## config.mk

```make
export PLATFORM = sky130hd
export DESIGN_NAME = stepper_key_debounce_flat
export DESIGN_NICKNAME = d
export VERILOG_FILES = /design/src/rtl/stepper_key_pkg.sv /design/src/rtl/stepper_key_debounce_if.sv /design/src/rtl/stepper_key_debounce_channel.sv /design/src/rtl/stepper_key_debounce.sv /design/src/flat_wrapper.sv
export SDC_FILE = /design/constraint.sdc
export NUM_CORES = 1
export LEC_CHECK = 0
export CORE_UTILIZATION = 60
export CTS_CLUSTER_SIZE = 16
export DETAILED_ROUTE_END_ITERATION = 12
export PLACE_DENSITY_LB_ADDON = 0.15
export SLEW_MARGIN = 20
export SYNTH_ARGS = -nofsm -noshare
export SYNTH_HDL_FRONTEND = slang
export SYNTH_SLANG_ARGS = --single-unit
```

## constraint.sdc

```tcl
create_clock -name clk -period 2.3 [get_ports clk]
set_input_delay 0.23 -clock clk [delete_from_list [all_inputs] [get_ports clk]]
set_output_delay 0.23 -clock clk [all_outputs]
set_load 0.01 [all_outputs]
```

## src/rtl/stepper_key_pkg.sv

```systemverilog
// Shared constants and helpers for the stepper controller key conditioning.
// Contents:
//   NUM_KEYS_DEFAULT     - number of push-button channels on the board
//   KEY_RELEASED         - idle pin level of a released (active-low) key
//   DEBOUNCE_10MS_50MHZ  - 10 ms of 50 MHz clock cycles
//   cnt_width()          - width of a counter able to hold 0 .. cycles-1
package stepper_key_pkg;

  localparam int   NUM_KEYS_DEFAULT    = 3;
  localparam logic KEY_RELEASED        = 1'b1;
  localparam int   DEBOUNCE_10MS_50MHZ = 500000;

  // Bits needed to count 0 .. cycles-1; never less than one bit.
  function automatic int cnt_width(input int cycles);
    int w;
    w = $clog2(cycles);
    if (w < 1) begin
      w = 1;
    end else begin
      w = w;
    end
    return w;
  endfunction

endpackage

```

## src/rtl/stepper_key_debounce_if.sv

```systemverilog
// Key bundle between the board pins / key PIO and the debouncer.
// Signals:
//   key_raw     - asynchronous pin levels (driven by the board side)
//   key_clean   - debounced levels, feeds the PIO in_port
//   key_press   - one-cycle strobe per key on released -> pressed
//   key_release - one-cycle strobe per key on pressed -> released
// Modports: master = pin/PIO side, slave = debouncer.
interface stepper_key_debounce_if
  import stepper_key_pkg::*;
#(
  parameter int NUM_KEYS = NUM_KEYS_DEFAULT
);

  logic [NUM_KEYS-1:0] key_raw;
  logic [NUM_KEYS-1:0] key_clean;
  logic [NUM_KEYS-1:0] key_press;
  logic [NUM_KEYS-1:0] key_release;

  modport master (
    output key_raw,
    input  key_clean,
    input  key_press,
    input  key_release
  );

  modport slave (
    input  key_raw,
    output key_clean,
    output key_press,
    output key_release
  );

endinterface

```

## src/rtl/stepper_key_debounce_channel.sv

```systemverilog
// One key channel: two-flop synchroniser, mismatch counter, clean level
// register and registered press/release strobes.
// Ports:
//   clk, reset  - system clock, asynchronous active-high reset
//   key_raw     - asynchronous pin level
//   key_clean   - debounced level
//   key_press   - one-cycle strobe, clean level leaving RELEASED_LEVEL
//   key_release - one-cycle strobe, clean level returning to RELEASED_LEVEL
module key_debounce_channel
  import stepper_key_pkg::*;
#(
  parameter int   DEBOUNCE_CYCLES = DEBOUNCE_10MS_50MHZ,
  parameter logic RELEASED_LEVEL  = KEY_RELEASED
) (
  input  logic clk,
  input  logic reset,
  input  logic key_raw,
  output logic key_clean,
  output logic key_press,
  output logic key_release
);

  localparam int             CNT_W   = cnt_width(DEBOUNCE_CYCLES);
  localparam logic [CNT_W-1:0] CNT_MAX = CNT_W'(DEBOUNCE_CYCLES - 1);

  logic             sync1_r;
  logic             sync2_r;
  logic             clean_r;
  logic             press_r;
  logic             release_r;
  logic [CNT_W-1:0] cnt_r;

  // Synchroniser, debounce counter, clean level and edge strobes.
  // A mismatch between the synchronised input and the clean level counts
  // up; a single matching sample clears the count, so only an unbroken run
  // of DEBOUNCE_CYCLES mismatches flips the clean level.
  always_ff @(posedge clk or posedge reset) begin
    if (reset) begin
      sync1_r   <= RELEASED_LEVEL;
      sync2_r   <= RELEASED_LEVEL;
      clean_r   <= RELEASED_LEVEL;
      cnt_r     <= '0;
      press_r   <= 1'b0;
      release_r <= 1'b0;
    end else begin
      sync1_r <= key_raw;
      sync2_r <= sync1_r;
      if (sync2_r != clean_r) begin
        if (cnt_r == CNT_MAX) begin
          clean_r   <= ~clean_r;
          cnt_r     <= '0;
          // Strobe direction follows the level being left.
          press_r   <= (clean_r == RELEASED_LEVEL);
          release_r <= (clean_r != RELEASED_LEVEL);
        end else begin
          cnt_r     <= cnt_r + CNT_W'(1);
          press_r   <= 1'b0;
          release_r <= 1'b0;
        end
      end else begin
        cnt_r     <= '0;
        press_r   <= 1'b0;
        release_r <= 1'b0;
      end
    end
  end

  assign key_clean   = clean_r;
  assign key_press   = press_r;
  assign key_release = release_r;

endmodule

```

## src/rtl/stepper_key_debounce.sv

```systemverilog
// Debounces the stepper controller push buttons before the key PIO so the
// PIO edge capture sees exactly one edge per physical actuation.
// Ports:
//   clk, reset - system clock, asynchronous active-high reset
//   keys       - slave side of the key bundle (raw in, clean level and
//                press/release strobes out)
// Each key gets its own independent key_debounce_channel.
module stepper_key_debounce
  import stepper_key_pkg::*;
#(
  parameter int   NUM_KEYS        = NUM_KEYS_DEFAULT,
  parameter int   DEBOUNCE_CYCLES = DEBOUNCE_10MS_50MHZ,
  parameter logic RELEASED_LEVEL  = KEY_RELEASED
) (
  input  logic                   clk,
  input  logic                   reset,
  stepper_key_debounce_if.slave  keys
);

  logic [NUM_KEYS-1:0] clean_s;
  logic [NUM_KEYS-1:0] press_s;
  logic [NUM_KEYS-1:0] release_s;

  for (genvar i = 0; i < NUM_KEYS; i++) begin : g_chan
    key_debounce_channel #(
      .DEBOUNCE_CYCLES (DEBOUNCE_CYCLES),
      .RELEASED_LEVEL  (RELEASED_LEVEL)
    ) u_chan (
      .clk         (clk),
      .reset       (reset),
      .key_raw     (keys.key_raw[i]),
      .key_clean   (clean_s[i]),
      .key_press   (press_s[i]),
      .key_release (release_s[i])
    );
  end

  assign keys.key_clean   = clean_s;
  assign keys.key_press   = press_s;
  assign keys.key_release = release_s;

endmodule

```

## src/flat_wrapper.sv

```systemverilog
// flat-port wrapper written by rule: the top's interface ports become plain ports
module stepper_key_debounce_flat import stepper_key_pkg::*;
#(
  parameter int   NUM_KEYS        = NUM_KEYS_DEFAULT,
  parameter int   DEBOUNCE_CYCLES = DEBOUNCE_10MS_50MHZ,
  parameter logic RELEASED_LEVEL  = KEY_RELEASED
)
  (clk, reset, keys_key_raw, keys_key_clean, keys_key_press, keys_key_release);
  stepper_key_debounce_if #(.NUM_KEYS(NUM_KEYS)) keys_i ();
  input  logic clk;
  input  logic reset;
  input wire logic [$bits(keys_i.key_raw)-1:0] keys_key_raw;
  output wire logic [$bits(keys_i.key_clean)-1:0] keys_key_clean;
  output wire logic [$bits(keys_i.key_press)-1:0] keys_key_press;
  output wire logic [$bits(keys_i.key_release)-1:0] keys_key_release;
  assign keys_i.key_raw = keys_key_raw;
  assign keys_key_clean = keys_i.key_clean;
  assign keys_key_press = keys_i.key_press;
  assign keys_key_release = keys_i.key_release;
  stepper_key_debounce #(.NUM_KEYS(NUM_KEYS), .DEBOUNCE_CYCLES(DEBOUNCE_CYCLES), .RELEASED_LEVEL(RELEASED_LEVEL)) u_core (.clk(clk), .reset(reset), .keys(keys_i));
endmodule
```

# Yosys cells after proc, flatten, opt, wreduce, memory -nomap -nowiden
# Cells that the tools add are included.
[totals]
output_inout_bits = 9
inputBits = 5
word_cells = 51
reg_bits = 72
[classes]
n_addsub = 3
bitwise_logic = 3
muxes = 18
eq_ne = 6
n_reduce_logical = 3
[op_table]
columns = ["operator", "count"]
rows = [
  ["$mux 19", 6],
  ["$add 19x1->19 const B", 3],
  ["$eq 19x19->1 const B", 3],
  ["$mux 1", 12],
  ["$reduce_and 2->1", 3],
  ["$ne 1x1->1", 3],
  ["$not 1->1", 3],
]

# Logic depth before layout (Yosys ltp)
# Gate-level depths: netlist of run 1.
[depth]
ltp_word = 3
mapped_depth = 7
depth_no_buf = 5

# Modules after synthesis
# A second synthesis of run 1 with hierarchy kept.
[unflattened]
hier_cells = 330
hier_area_um2 = 3588.4
[modules_own_cells]
columns = ["mod", "cells_per_inst", "n_inst", "seq_area_each_um2", "area_per_inst_um2"]
rows = [
  ["key_debounce_channel", 110, 3, 604.3, 1196.1],
]

# Worst setup path before layout of run 1
# OpenSTA, ideal clock, no wires.
[synth_timing]
kind = "flip-flop to flip-flop"
startpoint = "register u_core.g_chan[2].u_chan.cnt_r[0]"
endpoint = "register u_core.g_chan[2].u_chan.clean_r"
stages_incl_launch_ff = 5
n_path_buf = 0
t_required_ns = 2.218
period_less_slack_ns = 1.831
setup_time_ns = 0.082
slack_ns = 0.469
t_arrival_ns = 1.749
cell_sequence = "dfrtp_1 > ha_1 > nand4_1 > or4_4 > mux2_4"
[synth_between]
elab_chain_cells = 2
[synth_lines]
columns = ["item", "line", "rtl"]
rows = [
  ["start, declared", "stepper_key_debounce_channel.sv:31", "logic [CNT_W-1:0] cnt_r;"],
  ["start signal, assigned", "stepper_key_debounce_channel.sv:56", "cnt_r <= cnt_r + CNT_W'(1);"],
  ["$eq 19x19->1", "stepper_key_debounce_channel.sv:49", "if (cnt_r == CNT_MAX) begin"],
  ["$reduce_and 2->1 (no source line)", "--", ""],
  ["end signal, assigned", "stepper_key_debounce_channel.sv:50", "clean_r <= ~clean_r;"],
  ["end, declared", "stepper_key_debounce_channel.sv:28", "logic clean_r;"],
]
# No other way between the ends.
# A chain may end at the register's enable or synchronous reset.

# Worst setup path in the final report of run 1
[layout_timing]
startpoint = "register u_core.g_chan[0].u_chan.cnt_r[0]"
endpoint = "register u_core.g_chan[0].u_chan.cnt_r[18]"
[layout_between]
elab_chain_cells = 3
word_cells_on_any_way = 4
cone_classes = "add/sub: 1; eq/ne: 1; mux: 2"
[layout_lines]
columns = ["item", "line", "rtl"]
rows = [
  ["start, declared", "stepper_key_debounce_channel.sv:31", ""],
  ["start signal, assigned", "stepper_key_debounce_channel.sv:56", ""],
  ["$add 19x1->19 / $eq 19x19->1 (equally long branches)", "stepper_key_debounce_channel.sv:56, stepper_key_debounce_channel.sv:49", ""],
  ["$mux 19 (*)", "stepper_key_debounce_channel.sv:49", ""],
  ["$mux 19 (*)", "stepper_key_debounce_channel.sv:48", "if (sync2_r != clean_r) begin"],
]
# Every way passes the cells marked *; elsewhere a longest branch is shown, timed or not.

==> parameters.txt, run 1 <==
Parameter                              Value

Outcome
  Result of the run    finished, final reports clean

Logic synthesis
  Library cells used by synthesis    40
  Number of storage elements in the synthesis netlist    72
  Synth Area in Compound Gates    4.53%
  Largest family of logic cells by synthesized area    simple AND/OR/NAND/NOR gates
  Post-synthesis mux area share    1.18%
  Post-Synthesis Cells    335
  Xor and xnor area share after synthesis    11.5%
  Area share of fa/ha/maj cells after synthesis    1.07%
  Count of yosys warnings during synthesis    0
  Average instance area after synthesis    10.5 um2
  Total nets after synthesis    343
  Part of the Yosys area used for sequential elements    51.7%
  Total standard cell area after synthesis    0.00351 mm2
  Synth Area in Simple Gates    26.0%

STA
  Clock skew    0.0122 ns
  Final-report hold violation count    0
  Transition time at the pin with the least slew margin    0.618 ns
  Unrepaired setup endpoints after global routing    no
  Setup tns final    0 ns
  Fin crit share    83.6%
  Crit path time final    1.92 ns
  Fmax    520 MHz
  Hold Worst Slack    0.244 ns
  Final setup fails    0
  Worst max-slew margin expressed relative to the limit    58.5%
  Final max-slew violation count    0

Detailed routing
  Via count normalized by instance count    5.79
  Detailed Route WL    6.32 mm
  Vias post-DR    2456
  DRT Pass-1 Iters    4
  Routed wire per std cell    14.9 um
  Iteration-0 DRC Markers    146
  Number of nets with antenna violations after detailed routing    0
  Residual DRC    0

Setup path
  CP Data Arrival Time    2.20 ns
  Largest driver fanout on the critical path    7
  Data required, critical path    2.57 ns
  Endpoint of the worst-slack reg-to-reg timing path    u_core.g_chan[0].u_chan.cnt_r[18]
  Count of cells along the worst register-to-register path    5
  Setup crit end kind    register
  Element type at the critical path start    register
  Critical setup path kind    reg -> reg
  First element of the critical path    u_core.g_chan[0].u_chan.cnt_r[0]
  R2R setup slack    0.38 ns
  Reg2reg start    u_core.g_chan[0].u_chan.cnt_r[0]

Die
  Area of the core region    0.00557 mm2
  Initial Utilization    62.9%
  Height of the chip    78.5 um
  X dimension of the die    78.5 um
  Number of placement rows    27
  I/O pin total    14
  Die ar.    0.00616 mm2

Hold path
  Worst Hold Class    in -> async

Layout
  Filler cell count    429
  Commonest non-fill, non-tap cell in the layout    dfrtp_1
  Fraction of final layout cells sized beyond drive strength 1    12.2%
  Number of antenna cells inserted    0
  Most frequent cells in the layout    63 x dfrtp_1, 52 x nor2_1, 28 x xnor2_1
  End-of-flow core utilization    69.6%
  Layout overhead on the synthesized area    10.6%
  Fin nets    355

Run
  Number of max-cap violations    0

Global routing
  Maximum number of pins on one net before global-route repair    29
  Antenna violations before repair    0
  Overflow left after global routing    0
  Overall Global Routing Usage    23.8%
  Number of global-route vias before repair    2514
  Wire length of the first global-routing pass    11.3 mm

CTS
  Clock Sink Count    72
  Number of levels the H-tree was split into    3
  Cts-stage hold buffer count    0
  Clock Tree Root    clkbuf_8
  Total clock buffers created by CTS    9
  Insertion delay to the later sink of the worst-skew pair    0.34 ns
  Setup repair bufs after CTS    0
  Number of gates resized after CTS    0
  Maximum clock path buffer count    2
  TritonCTS clock tree    yes
  Clock slew at the register clock pins of the worst setup and hold paths    0.08 ns

Place
  Placer Congestion    0.851
  HPWL after DPL    4.44 mm
  Number of port buffers    13

Pwr
  P per Cell Area    595 mW/mm2
  Max IR drop VDD    0.372 mV
  Pleak    1.57 nW
how the worst max path moves through the flow:
stage	to	slack [ns]
after detailed placement	u_core.g_chan[2].u_chan.key_clean	0.39
after CTS	u_core.g_chan[0].u_chan.cnt_r[18]	0.37
after floorplan	u_core.g_chan[0].u_chan.cnt_r[0]	0.26
after global placement	u_core.g_chan[2].u_chan.key_clean	0.43
after global routing	u_core.g_chan[0].u_chan.cnt_r[18]	0.20
final	u_core.g_chan[0].u_chan.cnt_r[18]	0.38
cells by family (layout without fill, tap and decap cells):
logic type,count (synthesis),count (layout)
flops,72,72
mux,3,3
xor+xnor,46,46
buf+inv,26,43
simple gates,166,166
compound gates,19,19
fa+ha+maj,3,3
registers in the layout, indices dropped and copies added, names as in the netlist:
signal	flops
u_core.g_chan.u_chan.cnt_r	57
u_core.g_chan.u_chan.key_clean	3
u_core.g_chan.u_chan.key_press	3
u_core.g_chan.u_chan.key_release	3
u_core.g_chan.u_chan.sync1_r	3
u_core.g_chan.u_chan.sync2_r	3
layer usage:
layer	global-route usage [%]	wire, um	vias up
met5	0	0	-
met2	35.9	2820	53
met4	10.2	86	0
met1	33.3	3160	1182
met3	5.23	255	8
li1	-	-	1213
area by class of cell:
| type | count | area (um2) | area share [%] |
|---|---|---|---|
| inverters | 6 | 22.5 | 0.581 |
| multi-input cells | 237 | 1550 | 40.1 |
| flip-flops and latches | 72 | 1810 | 46.7 |
| repair buffers | 21 | 215 | 5.55 |
| clock inverters | 4 | 28.8 | 0.742 |
| clock buffers | 12 | 155 | 4.00 |
| well taps | 72 | 90.1 | 2.32 |
cell usage after synthesis:
cell / number / share of area, %
or4_4: 2 / 0.64
a31o_1: 1 / 0.25
nor4_1: 13 / 2.3
o41ai_1: 1 / 0.25
and4_1: 7 / 1.7
a21oi_1: 8 / 1.1
inv_1: 6 / 0.64
or3_1: 4 / 0.71
nand2_1: 11 / 1.2
a31o_2: 1 / 0.25
nand4_2: 1 / 0.36
nand3b_1: 1 / 0.21
nand4b_1: 1 / 0.25
dfstp_2: 9 / 6.7
or4b_1: 1 / 0.29
o21ai_0: 3 / 0.43
and2_1: 3 / 0.54
and3_1: 8 / 1.4
mux2_1: 1 / 0.32
nor3b_1: 6 / 1.3
nand3_1: 22 / 3.1
buf_2: 7 / 1.0
nor2_1: 52 / 5.6
nor4b_1: 2 / 0.50
xnor2_1: 28 / 7.0
clkbuf_1: 4 / 0.43
dfrtp_1: 63 / 45
mux2_4: 2 / 0.86
o31ai_1: 2 / 0.43
xor2_1: 18 / 4.5
buf_4: 9 / 1.9
a21o_1: 1 / 0.21
or4_1: 2 / 0.43
o41ai_4: 2 / 1.6
or2_1: 1 / 0.18
nand4_1: 22 / 3.9
nor4_2: 1 / 0.36
nand3_2: 1 / 0.29
nor3_1: 5 / 0.71
ha_1: 3 / 1.1
report_power, final:
part / switching [W] / total (W) / internal (W)
Clock: 0.000459 / 0.000910 / 0.000451
Sequential: 0.0000195 / 0.00131 / 0.00129
Combinational: 0.0000551 / 0.0000915 / 0.0000364
critical path, stage by stage (launching register included):
cell	delay [ns]
dfrtp_1	0.41
ha_1	0.26
nand3_2	0.20
or3_1	0.43
or4_1	0.41
a21oi_1	0.15
per-stage QoR:
stage	std cells	total power [W]	area [um2]	worst slack, ns
floorplan	335	0.00138	3510	0.260
global placement	408	0.00142	3690	0.426
detailed placement	408	0.00143	3690	0.387
CTS	424	0.00233	3880	0.373
global route	424	0.00239	3880	0.203
finish	424	0.00231	3880	0.376
Power figures use the tool's default switching activity.
==> run 2: changes to the inputs <==
--- a/config.mk
+++ b/config.mk
@@ -5,7 +5,7 @@
 export SDC_FILE = /design/constraint.sdc
 export NUM_CORES = 1
 export LEC_CHECK = 0
-export CORE_UTILIZATION = 60
+export CORE_UTILIZATION = 54
 export CTS_CLUSTER_SIZE = 16
 export DETAILED_ROUTE_END_ITERATION = 12
 export PLACE_DENSITY_LB_ADDON = 0.15
==> constraint.sdc (replaced) <==
create_clock -name clk -period 1.7 [get_ports clk]
set_input_delay 0.17 -clock clk [delete_from_list [all_inputs] [get_ports clk]]
set_output_delay 0.17 -clock clk [all_outputs]
set_load 0.01 [all_outputs]
==> run 2 against run 1 <==
  * The run now ends with setup timing left
  * Setup slack worse by 0.44 ns
  * Hold slack worse by 0.11 ns
  * Global-route usage up 0.054 points
  * Largest cell class unchanged
  * Clock skew down 0.0032 ns
  * Highest routed layer unchanged
  * Die area up 11%
  * Clock-buffer cell count down 2
==> parameters.txt, run 2 (synthesized netlist as in run 1, its figures left out) <==
Parameter                              Value

Layout
  Most frequent cells in the layout    62 x dfrtp_1, 50 x buf_4, 39 x nor2_1
  Final Instance Area    0.00442 mm2
  Largest register by flop count    u_core.g_chan.u_chan.cnt_r
  Layout overhead on the synthesized area    26.0%
  Post-route non-filler standard cell count    474
  Number of antenna cells inserted    0
  End-of-flow core utilization    72.5%
  Commonest non-fill, non-tap cell in the layout    dfrtp_1
  Fraction of final layout cells sized beyond drive strength 1    30.1%
  Max FFs per register    57
  Fin nets    402

Die
  X dimension of the die    82.6 um
  Height of the chip    82.6 um
  Die ar.    0.00682 mm2
  Area of the core region    0.00610 mm2
  I/O pin total    14
  Initial Utilization    57.5%
  Number of placement rows    28

Global routing
  Overall Global Routing Usage    23.8%
  Maximum number of pins on one net before global-route repair    32
  Wire length of the first global-routing pass    11.9 mm
  Antenna violations before repair    0
  Overflow left after global routing    0
  Number of global-route vias before repair    2573

Place
  Number of port buffers    13
  Placer Congestion    0.828
  Post-Place Cell Area    0.00404 mm2
  HPWL after DPL    4.77 mm
  Instance count after placement with tap cells included    453

STA
  Hold Worst Slack    0.129 ns
  Final max-slew violation count    0
  Fin crit share    104%
  Clock skew    0.00896 ns
  Unrepaired setup endpoints after global routing    yes
  Crit path time final    1.76 ns
  Setup tns final    -0.819 ns
  Setup slack of the critical path after layout    -0.0632 ns
  Final-report hold violation count    0
  Fmax    567 MHz
  Transition time at the pin with the least slew margin    0.418 ns
  Final setup fails    20
  Worst max-slew margin expressed relative to the limit    71.9%

CTS
  Maximum clock path buffer count    2
  Clock Sink Count    72
  Total clock buffers created by CTS    9
  Cts-stage hold buffer count    0
  Clock slew at the register clock pins of the worst setup and hold paths    0.08 ns
  TritonCTS clock tree    yes
  Insertion delay to the later sink of the worst-skew pair    0.35 ns
  Clock Tree Root    clkbuf_8
  Number of levels the H-tree was split into    3

Outcome
  Result of the run    finished, violations left
  Violated checks    setup timing

Setup path
  Reg2reg start    u_core.g_chan[2].u_chan.cnt_r[11]
  Longest individual stage delay on the worst path    0.57 ns
  Critical-path cell list    nor4_4 -> nand4_2 -> or4_4 -> mux2_4
  CP Data Arrival Time    2.04 ns
  Setup crit end kind    register
  Count of cells along the worst register-to-register path    4
  Largest driver fanout on the critical path    4
  Cell type of the slowest stage on the worst timing path    or4_4
  Data required, critical path    1.98 ns
  First element of the critical path    u_core.g_chan[2].u_chan.cnt_r[11]
  R2R setup slack    -0.06 ns
  Critical setup path kind    reg -> reg
  Endpoint of the worst-slack reg-to-reg timing path    u_core.g_chan[2].u_chan.key_clean
  Element type at the critical path start    register

Detailed routing
  Vias post-DR    2672
  Via count normalized by instance count    5.64
  Detailed Route WL    7.09 mm
  Residual DRC    0
  Iteration-0 DRC Markers    115
  Number of nets with antenna violations after detailed routing    0
  Routed wire per std cell    14.9 um
  DRT Pass-1 Iters    4

Pwr
  Pleak    1.81 nW
  Max IR drop VDD    0.647 mV
  P per Cell Area    753 mW/mm2

Hold path
  Worst Hold Class    in -> async

Run
  Number of max-cap violations    0
run 2: where the power goes:
| group | internal, W | switching (W) | leakage, nW | total (W) |
|---|---|---|---|---|
| registers | 0.00174 | 0.0000251 | 0.965 | 0.00177 |
| logic | 0.0000755 | 0.0000943 | 0.742 | 0.000170 |
| clock network | 0.000722 | 0.000667 | 0.0989 | 0.00139 |
| total | 0.00254 | 0.000786 | 1.81 | 0.00333 |
run 2: how the worst max path moves through the flow:
stage,endpoint,slack [ns],cells past startpoint
floorplan,u_core.g_chan[2].u_chan.key_clean,-0.11,4
global placement,u_core.g_chan[2].u_chan.key_clean,-0.11,4
detailed placement,u_core.g_chan[2].u_chan.key_clean,-0.16,4
CTS,u_core.g_chan[2].u_chan.key_clean,-0.14,4
global route,u_core.g_chan[0].u_chan.cnt_r[8],-0.18,6
finish,u_core.g_chan[2].u_chan.key_clean,-0.06,4
run 2: layer usage:
metal	GRT usage, %	vias up	wire length, um
li1	-	1301	-
met5	0	-	0
met1	28.4	1319	3160
met3	5.38	13	187
met2	41.3	39	3600
met4	10.2	0	139
run 2: critical path, delay by kind of cell (launching register included):
family,cells,cell delay (ns)
DFF,1,0.41
muxes,1,0.31
and+or+nand+nor,3,0.97
run 2: final cells by class:
type	count	area, um2
timing repair buffer	68	579
fill	460	1680
clock inverter	6	67.6
clock buffer	10	138
sequential	72	1810
multi-input combinational	237	1700
tap	75	93.8
inverter	6	26.3
run 2: repair_timing:
action	CTS	global route
pin swaps	6	17
gates cloned	0	0
setup buffers	3	2
endpoints found under the setup margin	21	43
gates resized for setup	5	31
run 2: stage by stage:
step	setup WS, ns	power, W
floorplan	-0.106	0.00188
global placement	-0.113	0.00194
detailed placement	-0.157	0.00195
CTS	-0.140	0.00334
global route	-0.177	0.00344
finish	-0.0632	0.00333
==> run 3: changes to the inputs <==
--- a/config.mk
+++ b/config.mk
@@ -5,7 +5,9 @@
 export SDC_FILE = /design/constraint.sdc
 export NUM_CORES = 1
 export LEC_CHECK = 0
-export CORE_UTILIZATION = 54
+export CELL_PAD_IN_SITES_DETAIL_PLACEMENT = 1
+export CELL_PAD_IN_SITES_GLOBAL_PLACEMENT = 1
+export CORE_UTILIZATION = 43
 export CTS_CLUSTER_SIZE = 16
 export DETAILED_ROUTE_END_ITERATION = 12
 export PLACE_DENSITY_LB_ADDON = 0.15
==> run 3 against run 2 <==
  * The run still ends with setup timing left
  * Utilization fell by 15 points
  * Sequential power hardly changed
  * Sequential share of layout area fell by 0.93 points
  * Global-route usage is 2.2 points lower
  * Hold slack better by 0.079 ns
  * Setup slack got worse by 0.018 ns
  * Critical path depth did not move
  * Combinational power hardly changed
  * Register-to-register slack worse by 0.02 ns
  * Largest cell class unchanged
==> parameters.txt, run 3 (synthesized netlist as in run 1, its figures left out) <==
Parameter                              Value

Outcome
  Result of the run    finished, violations left
  Violated checks    setup timing

Die
  Die ar.    0.00852 mm2
  X dimension of the die    92.3 um
  Initial Utilization    44.9%
  Area of the core region    0.00781 mm2
  I/O pin total    14
  Number of placement rows    32
  Height of the chip    92.3 um

Detailed routing
  DRT Pass-1 Iters    6
  Routed wire per std cell    16.7 um
  Vias post-DR    2726
  Via count normalized by instance count    5.38
  Met3 WL post-DR    125 um
  Highest routed metal layer    met4
  Detailed Route WL    8.46 mm
  Residual DRC    0
  Post-Route M1 WL    3.81 mm
  Iteration-0 DRC Markers    50
  Wire length on met2    4.41 mm
  Number of nets with antenna violations after detailed routing    0

CTS
  Clock Sink Count    72
  Maximum clock path buffer count    2
  Insertion delay to the later sink of the worst-skew pair    0.35 ns
  Clock Tree Root    clkbuf_8
  Total clock buffers created by CTS    9
  TritonCTS clock tree    yes
  Cts-stage hold buffer count    0
  Clock slew at the register clock pins of the worst setup and hold paths    0.09 ns
  Number of levels the H-tree was split into    3

Layout
  Filler cell count    871
  Fraction of final layout cells sized beyond drive strength 1    32.1%
  Layout overhead on the synthesized area    28.8%
  Fin nets    408
  Commonest non-fill, non-tap cell in the layout    dfrtp_1
  Max FFs per register    57
  Largest register by flop count    u_core.g_chan.u_chan.cnt_r
  Number of antenna cells inserted    0
  Most frequent cells in the layout    63 x dfrtp_1, 55 x buf_4, 39 x nor2_1

STA
  Final setup fails    19
  Final max-slew violation count    0
  Clock skew    0.0134 ns
  Final-report hold violation count    0
  Transition time at the pin with the least slew margin    0.402 ns
  Setup slack of the critical path after layout    -0.0807 ns
  Fin crit share    105%
  Hold Worst Slack    0.208 ns
  Fmax    562 MHz
  Unrepaired setup endpoints after global routing    yes
  Worst max-slew margin expressed relative to the limit    73.0%
  Crit path time final    1.78 ns

Setup path
  Data required, critical path    1.97 ns
  CP Data Arrival Time    2.05 ns
  First element of the critical path    u_core.g_chan[2].u_chan.cnt_r[11]
  Element type at the critical path start    register
  Reg2reg start    u_core.g_chan[2].u_chan.cnt_r[11]
  Critical setup path kind    reg -> reg
  Setup crit end kind    register
  R2R setup slack    -0.08 ns
  Largest driver fanout on the critical path    4

Place
  HPWL after DPL    5.79 mm
  Placer Congestion    0.789
  Minimum setup slack after placement    -0.125 ns
  Number of port buffers    13

Pwr
  Pleak    1.84 nW
  Max IR drop VDD    0.557 mV
  P per Cell Area    769 mW/mm2
  Final Total Pwr    0.00347 W

Global routing
  Maximum number of pins on one net before global-route repair    32
  Wire length of the first global-routing pass    14.2 mm
  Overflow left after global routing    0
  Antenna violations before repair    0
  Overall Global Routing Usage    21.6%
  Number of global-route vias before repair    2888

Hold path
  Worst Hold Class    in -> reg
  Beginning of the worst hold path    keys_key_raw[1]

Run
  Number of max-cap violations    0
run 3: cell types whose count changed in the layout (fill, tap and decap cells not counted), moves of 2 or more:
cell,delta
buf_12,-2
and3_4,+2
a21oi_2,+2
buf_6,+3
and3_1,-2
nor3b_2,+2
nor3b_1,-2
nor2_2,+2
nor2_4,-2
clkbuf_1,+2
buf_4,+5
a21oi_1,-2
run 3: repair_timing:
action / in CTS / in global routing
setup endpoints to repair: 26 / 59
setup buffers: 3 / 8
pin swaps: 15 / 10
resized for setup: 12 / 30
run 3: cell type report:
type / instances / area, um2 / share of cell area, %
Timing Repair Buffer: 74 / 611 / 13.5
Multi-Input combinational cell: 237 / 1720 / 38.1
Clock inverter: 4 / 76.3 / 1.69
Sequential cell: 72 / 1810 / 40.1
Tap cell: 102 / 128 / 2.82
Inverter: 6 / 26.3 / 0.582
Clock buffer: 12 / 145 / 3.21
run 3: final timing paths:
path                                                      to  depth (start not counted)
max                        u_core.g_chan[2].u_chan.key_clean                          4
min                          u_core.g_chan[1].u_chan.sync1_r                          1
max reg2reg                u_core.g_chan[2].u_chan.key_clean                          4
min reg2reg                  u_core.g_chan[2].u_chan.sync2_r                          0
max in group asynchronous  u_core.g_chan[2].u_chan.key_clean                          3
min in group asynchronous  u_core.g_chan[1].u_chan.cnt_r[15]                          3
run 3: critical path, cell delays in order, from the launching register on:
cell	delay [ns]
dfrtp_1	0.40
nor4_2	0.30
nand4_2	0.14
or4_4	0.55
mux2_4	0.32
run 3: metrics by stage:
step / TNS, ns / area (um2) / std cells / utilization [%]
6_report: -1.18 / 4520 / 507 / 57.9
4_1_cts: -0.440 / 4340 / 499 / 55.6
5_1_grt: -3.26 / 4520 / 507 / 57.9
3_5_place_dp: -0.859 / 4050 / 480 / 51.9
2_1_floorplan: -0.399 / 3540 / 335 / -
3_3_place_gp: -0.193 / 4050 / 480 / 51.9
run 3: power breakdown:
group	internal [W]	switching [W]	leakage [nW]	total [W]
Combinational	0.0000767	0.0000940	0.768	0.000171
Clock	0.000874	0.000660	0.107	0.00153
Sequential	0.00174	0.0000258	0.967	0.00177
Total	0.00269	0.000780	1.84	0.00347
run 3: metal layers:
metal	global-route usage [%]	up-vias
li1	-	1321
met1	27.5	1381
met2	37.3	16
met3	3.94	8
met4	6.77	0
met5	0	-
